### src/rtl/serial_demux_pkg.sv
// serial_demux_pkg: shared state encoding and default sizes for the serial demux receiver
package serial_demux_pkg;
  typedef enum logic [1:0] {IDLE, RECV, DONE} state_t;
  localparam int DEF_N  = 8;
  localparam int DEF_SW = 3;
endpackage

### src/rtl/demux1x8.sv
// demux1x8: one-hot slot write-enable decoder, the inverse of the 8:1 mux
module demux1x8
  import serial_demux_pkg::*;
#(
  parameter int N  = DEF_N,
  parameter int SW = DEF_SW
) (
  input  logic [SW-1:0] sel,
  input  logic          en,
  output logic [N-1:0]  we
);
  // Route the enable onto the single slot addressed by sel
  always_comb we = en ? (N'(1) << sel) : '0;
endmodule

### src/rtl/serial_demux8.sv
// serial_demux8: serial-to-parallel frame receiver with registered byte commit and done strobe
module serial_demux8
  import serial_demux_pkg::*;
#(
  parameter int N  = DEF_N,
  parameter int SW = DEF_SW
) (
  input  logic          clk,
  input  logic          rst,
  input  logic          start,
  input  logic          abort,
  input  logic          in,
  output logic [SW-1:0] sel,
  output logic [N-1:0]  out,
  output logic          busy,
  output logic          done
);
  localparam logic [SW:0] LAST = (SW+1)'(N-1);
  state_t        state, state_n;
  logic [SW:0]   count, count_n;
  logic [N-1:0]  stage, stage_n, we;
  logic          go, commit;
  assign go     = start && !abort;
  assign sel    = (state == RECV) ? count[SW-1:0] : '0;
  assign busy   = state == RECV;
  assign done   = state == DONE;
  assign commit = (state == RECV) && !abort && (count == LAST);
  demux1x8 #(.N(N), .SW(SW)) u_demux (
    .sel(sel),
    .en((state == RECV) || go),
    .we(we)
  );
  // Next state and count: RECV walks the slots, IDLE/DONE accept a new start at slot 0
  always_comb begin
    state_n = state;
    count_n = count;
    stage_n = (stage & ~we) | (we & {N{in}});
    if (state == RECV) begin
      count_n = count + (SW+1)'(1);
      state_n = abort ? IDLE : (count == LAST) ? DONE : RECV;
    end else begin
      count_n = go ? (SW+1)'(1) : '0;
      state_n = go ? RECV : IDLE;
    end
  end
  // State, counter, staging and committed output registers
  always_ff @(posedge clk or posedge rst) begin
    if (rst) begin
      state <= IDLE;
      count <= '0;
      stage <= '0;
      out   <= '0;
    end else begin
      state <= state_n;
      count <= count_n;
      stage <= stage_n;
      if (commit) out <= stage_n;
    end
  end
endmodule

### config.mk
export PLATFORM = sky130hd
export DESIGN_NAME = serial_demux8
export DESIGN_NICKNAME = d
export VERILOG_FILES = /design/src/rtl/serial_demux_pkg.sv /design/src/rtl/demux1x8.sv /design/src/rtl/serial_demux8.sv
export SDC_FILE = /design/constraint.sdc
export NUM_CORES = 1
export LEC_CHECK = 0
export CAP_MARGIN = 20
export CELL_PAD_IN_SITES_DETAIL_PLACEMENT = 1
export CELL_PAD_IN_SITES_GLOBAL_PLACEMENT = 1
export CORE_ASPECT_RATIO = 1.4
export CORE_MARGIN = 10
export CORE_UTILIZATION = 33
export DETAILED_ROUTE_END_ITERATION = 12
export PLACE_DENSITY_LB_ADDON = 0.08
export SLEW_MARGIN = 30
export SYNTH_ARGS = -nofsm -noshare
export SYNTH_HDL_FRONTEND = slang
export SYNTH_SLANG_ARGS = --single-unit
### constraint.sdc
create_clock -name clk -period 2 [get_ports clk]
set_clock_uncertainty 0.05 [all_clocks]
set_input_delay 0.5 -clock clk [delete_from_list [all_inputs] [get_ports clk]]
set_output_delay 0.5 -clock clk [all_outputs]
set_load 0.005 [all_outputs]
==> out/summary.md <==
The flow ran to the end, and the final reports show no timing, DRC or antenna violations. The end of the worst register-to-register path is stage[0]. For the pin with the worst max-slew slack, the measured transition is 0.322 ns. Measured along the y axis, the die boundary spans 84.2 um. TritonCTS created 3 clock buffers. The tools report the number of max-cap violations as 0.

STA classifies the critical path endpoint as a primary output. Of the available clock period, the critical path in the final layout requires 96.2%. In the final timing run, aggregate negative setup slack is 0 ns. The startpoint identified for the worst hold timing path is stage[0]. The buffer and inverter count on the worst path is 1, and the number of vias per cell is 4.88. The number of hold violations in the final report is 0, and the clock transition time at the flip-flop clock pins of the worst setup and hold paths is 0.08 ns. The wire-length estimate of the detail-placed layout is 1850 um. Measured against its own limit, the worst slew margin works out to 78.3%.

Number of cells on the worst hold path: 1. For this run the aggregate overflow at the end of global routing stands at 0. The number of nets in the finished design was 123. In this run the worst hold path is classified as reg2reg. Global routing used 11.6% of the available met1 tracks. The tools report the peak supply drop as 0.000352 V.

CTS placed an instance of sky130_fd_sc_hd__clkbuf_8 at the clock tree root. The critical path goes through nor2b_1 > clkdlybuf4s50_1. For this configuration, the core starts out at a cell density of 34.1%.

0 antenna diodes ended up in the layout. The part of the Yosys area used for sequential elements came out at 56.6%. The core region is 2850 um^2. After detailed routing, the total wire length is 2470 um. Global-route wire length before repair: 4320 um. The share of post-route cells with drive strength above 1 came out at 17.2%. The average wire per standard cell was 16.1 um; the number of cells produced by synthesis was 89.

In the routed design, unresolved DRC markers number 0. The total standard cell area after synthesis was 972 um^2. From synthesis to final layout, the design area changed by 33.7%.

The number of global-route vias before repair is 862, and the final critical-path required period is 1.92 ns. From left edge to right edge, the die measures 65.9 um. The clock network accounts for 33.1% of the total power.

The number of antenna violations at the first check in global routing is 0, and the post-route worst hold slack is 0.444 ns. The analysis attributes to net switching a power of 0.250 mW. The internal power consumption was 0.738 mW. The die area is 5550 um^2. The worst register-to-register path begins at state[0]. In this design, the stage delay of the slowest critical-path cell is 0.52 ns. The setup slack on the worst flop-to-flop path was 0.31 ns; the required time of the worst setup path was 1.45 ns.

The total number of yosys warnings is 0. The number of library cell types mapped by synthesis is 28, and the net count after synthesis is 95. Summed over all cells, the static leakage comes to 0.582 nW.

Setup repair after global routing left no endpoint under its margin. Entering global routing, the biggest net connects 23 pins. The total of flip-flops plus latches after synthesis was 22; the H-tree level count was 1. The routability-driven placement congestion ratio is 0.719. The detailed-router iteration count before antenna repair was 4. TritonCTS built the clock tree. Measured in cells, the most critical reg-to-reg path has a length of 3. Row generation in the floorplan step produced 23 rows.

Input and output buffers added on the ports amount to 17. For the post-detailed-placement cell area, the log shows 1240 um^2. The number of sinks on the clock net is 22. Data on the critical path arrives at its endpoint at 1.37 ns.

The tools report the type of element launching the critical path as a flip-flop. Global routing used 9.74% of the available tracks. For the buffer depth of the longest clock path, the log shows 2.

Of all nets on the critical path, the largest fanout is 4. The routed layout has 747 vias. In this run the most used layer during global routing was met2.

The final setup violation count was 0. In the global route stage, met3 resource usage came out at 2.39%. Once detail routing completed, the nets flagged for antenna violations numbered 0. For the sequential cell fraction of total power, the log shows 52.0%. The tools report the number of pins exceeding their max-slew limit in the final report as 0. The kind of cell with the highest combined delay on the critical path is buffers and inverters. The slowest stage cell on the critical path was sky130_fd_sc_hd__clkdlybuf4s50_1. The switching part of the total power is 25.3%. The worst-skew pair later-pin latency is 0.27 ns, and the portion of total power attributed to combinational logic is 14.9%. During I/O placement, the number of pins put on the boundary was 18. For the total power of the final layout, the log shows 0.988 mW. Met2 track demand over resource in global routing: 15.7%.

After routing the design area is 1300 um^2. Critical path class: reg2out. For hold timing, the worst endpoint is out[0]. Power spread over the standard cell area amounts to 760 nW/um^2. The logs give 22 for the number of DRC markers in iteration 0 and 520 MHz for the achievable frequency. A synthesized cell averages 10.9 um^2.
-- cells by family (layout without fill, tap and decap cells) --
| logic type | Yosys count | count (layout) | synth area share, % |
|---|---|---|---|
| simple gates | 30 | 30 | 17.9 |
| flops | 22 | 22 | 56.6 |
| compound gates | 19 | 19 | 11.7 |
| buf+inv | 9 | 36 | 4.25 |
| mux | 6 | 6 | 6.44 |
| xor+xnor | 2 | 2 | 1.80 |
| fa+ha+maj | 1 | 1 | 1.29 |
-- timing repair --
| action | in CTS | in global routing |
|---|---|---|
| endpoints found under the setup margin | 4 | 1 |
| hold buffers | 0 | 0 |
| buffers inserted | 0 | 0 |
| gates resized for setup | 6 | 1 |
-- registers in the layout, summed over array words and instances (netlist names) --
| signal | flops |
|---|---|
| stage | 8 |
| out | 8 |
| state | 2 |
| count | 4 |
-- final cells by class --
class	count	area, um^2
Clock buffer	4	55.1
Fill cell	320	1550
Inverter	6	22.5
Multi-Input combinational cell	58	388
Sequential cell	22	552
Tap cell	37	46.3
Timing Repair Buffer	26	236
-- through the flow --
stage          util [%]  setup slack (ns)  cells
5_1_grt            45.6            0.0231    153
2_1_floorplan         -             0.422     89
3_5_place_dp       43.4            0.0226    149
4_1_cts            45.5            0.0543    153
6_report           45.6            0.0756    153
3_3_place_gp       43.4            0.0486    149
-- power groups by stage --
| stage | Sequential (mW) | Clock [mW] | Combinational, mW |
|---|---|---|---|
| 2_1_floorplan | 0.517 | 0 | 0.0892 |
| 3_3_place_gp | 0.521 | 0 | 0.146 |
| 3_5_place_dp | 0.523 | 0 | 0.150 |
| 4_1_cts | 0.515 | 0.335 | 0.150 |
| 5_1_grt | 0.520 | 0.348 | 0.171 |
| 6_report | 0.514 | 0.327 | 0.147 |
-- cell usage in the layout (no fill, tap or decap), drive strengths merged, types with 3 or more instances in the layout --
cell type	synthesis	layout
dlygate4sd2	0	3
a31oi	4	4
a21oi	4	4
inv	6	6
and2	4	4
buf	1	9
clkdlybuf4s50	0	13
dfrtp	22	22
mux2i	4	4
clkbuf	2	4
nand2b	4	4
nand2	6	6
o21ai	9	9
nor2	4	4
-- how the worst max path moves through the flow --
stage / cells after the start / start / end
2_1_floorplan: 5 / count[0] / out[0]
5_1_grt: 2 / state[0] / done
4_1_cts: 3 / state[1] / busy
6_report: 2 / state[0] / done
3_5_place_dp: 5 / abort / out[2]
3_3_place_gp: 5 / abort / out[2]
-- cells in the mapped netlist --
| library cell | n | area, um^2 |
|---|---|---|
| sky130_fd_sc_hd__a21oi_1 | 4 | 20.0 |
| sky130_fd_sc_hd__a31oi_1 | 4 | 25.0 |
| sky130_fd_sc_hd__and2_1 | 4 | 25.0 |
| sky130_fd_sc_hd__buf_6 | 1 | 11.3 |
| sky130_fd_sc_hd__clkbuf_1 | 2 | 7.51 |
| sky130_fd_sc_hd__dfrtp_1 | 22 | 551 |
| sky130_fd_sc_hd__ha_1 | 1 | 12.5 |
| sky130_fd_sc_hd__inv_1 | 5 | 18.8 |
| sky130_fd_sc_hd__inv_2 | 1 | 3.75 |
| sky130_fd_sc_hd__mux2_1 | 1 | 11.3 |
| sky130_fd_sc_hd__mux2_2 | 1 | 11.3 |
| sky130_fd_sc_hd__mux2i_1 | 4 | 40.0 |
| sky130_fd_sc_hd__nand2_1 | 6 | 22.5 |
| sky130_fd_sc_hd__nand2b_1 | 4 | 25.0 |
| sky130_fd_sc_hd__nand3_1 | 2 | 10.0 |
| sky130_fd_sc_hd__nand3b_1 | 2 | 15.0 |
| sky130_fd_sc_hd__nand4_1 | 1 | 6.26 |
| sky130_fd_sc_hd__nand4b_1 | 2 | 17.5 |
| sky130_fd_sc_hd__nor2_1 | 4 | 15.0 |
| sky130_fd_sc_hd__nor2b_1 | 1 | 6.26 |
| sky130_fd_sc_hd__nor3_1 | 2 | 10.0 |
| sky130_fd_sc_hd__nor3b_2 | 1 | 12.5 |
| sky130_fd_sc_hd__o21ai_0 | 9 | 45.0 |
| sky130_fd_sc_hd__o31ai_1 | 1 | 7.51 |
| sky130_fd_sc_hd__o32ai_2 | 1 | 16.3 |
| sky130_fd_sc_hd__or3b_1 | 1 | 8.76 |
| sky130_fd_sc_hd__xnor2_1 | 1 | 8.76 |
| sky130_fd_sc_hd__xor2_1 | 1 | 8.76 |
-- per-layer routing --
metal / vias up / wire [um]
met1: 367 / 1090
met5: - / 0
met3: 4 / 112
met2: 16 / 1230
met4: 0 / 41
li1: 360 / -
-- worst reg2reg max path, stage by stage (launching register included) --
cell and delay [ns]:
sky130_fd_sc_hd__dfrtp_1 0.44, sky130_fd_sc_hd__or3b_1 0.45, sky130_fd_sc_hd__o32ai_2 0.27, sky130_fd_sc_hd__mux2_2 0.37
Power figures use the tool's default switching activity.
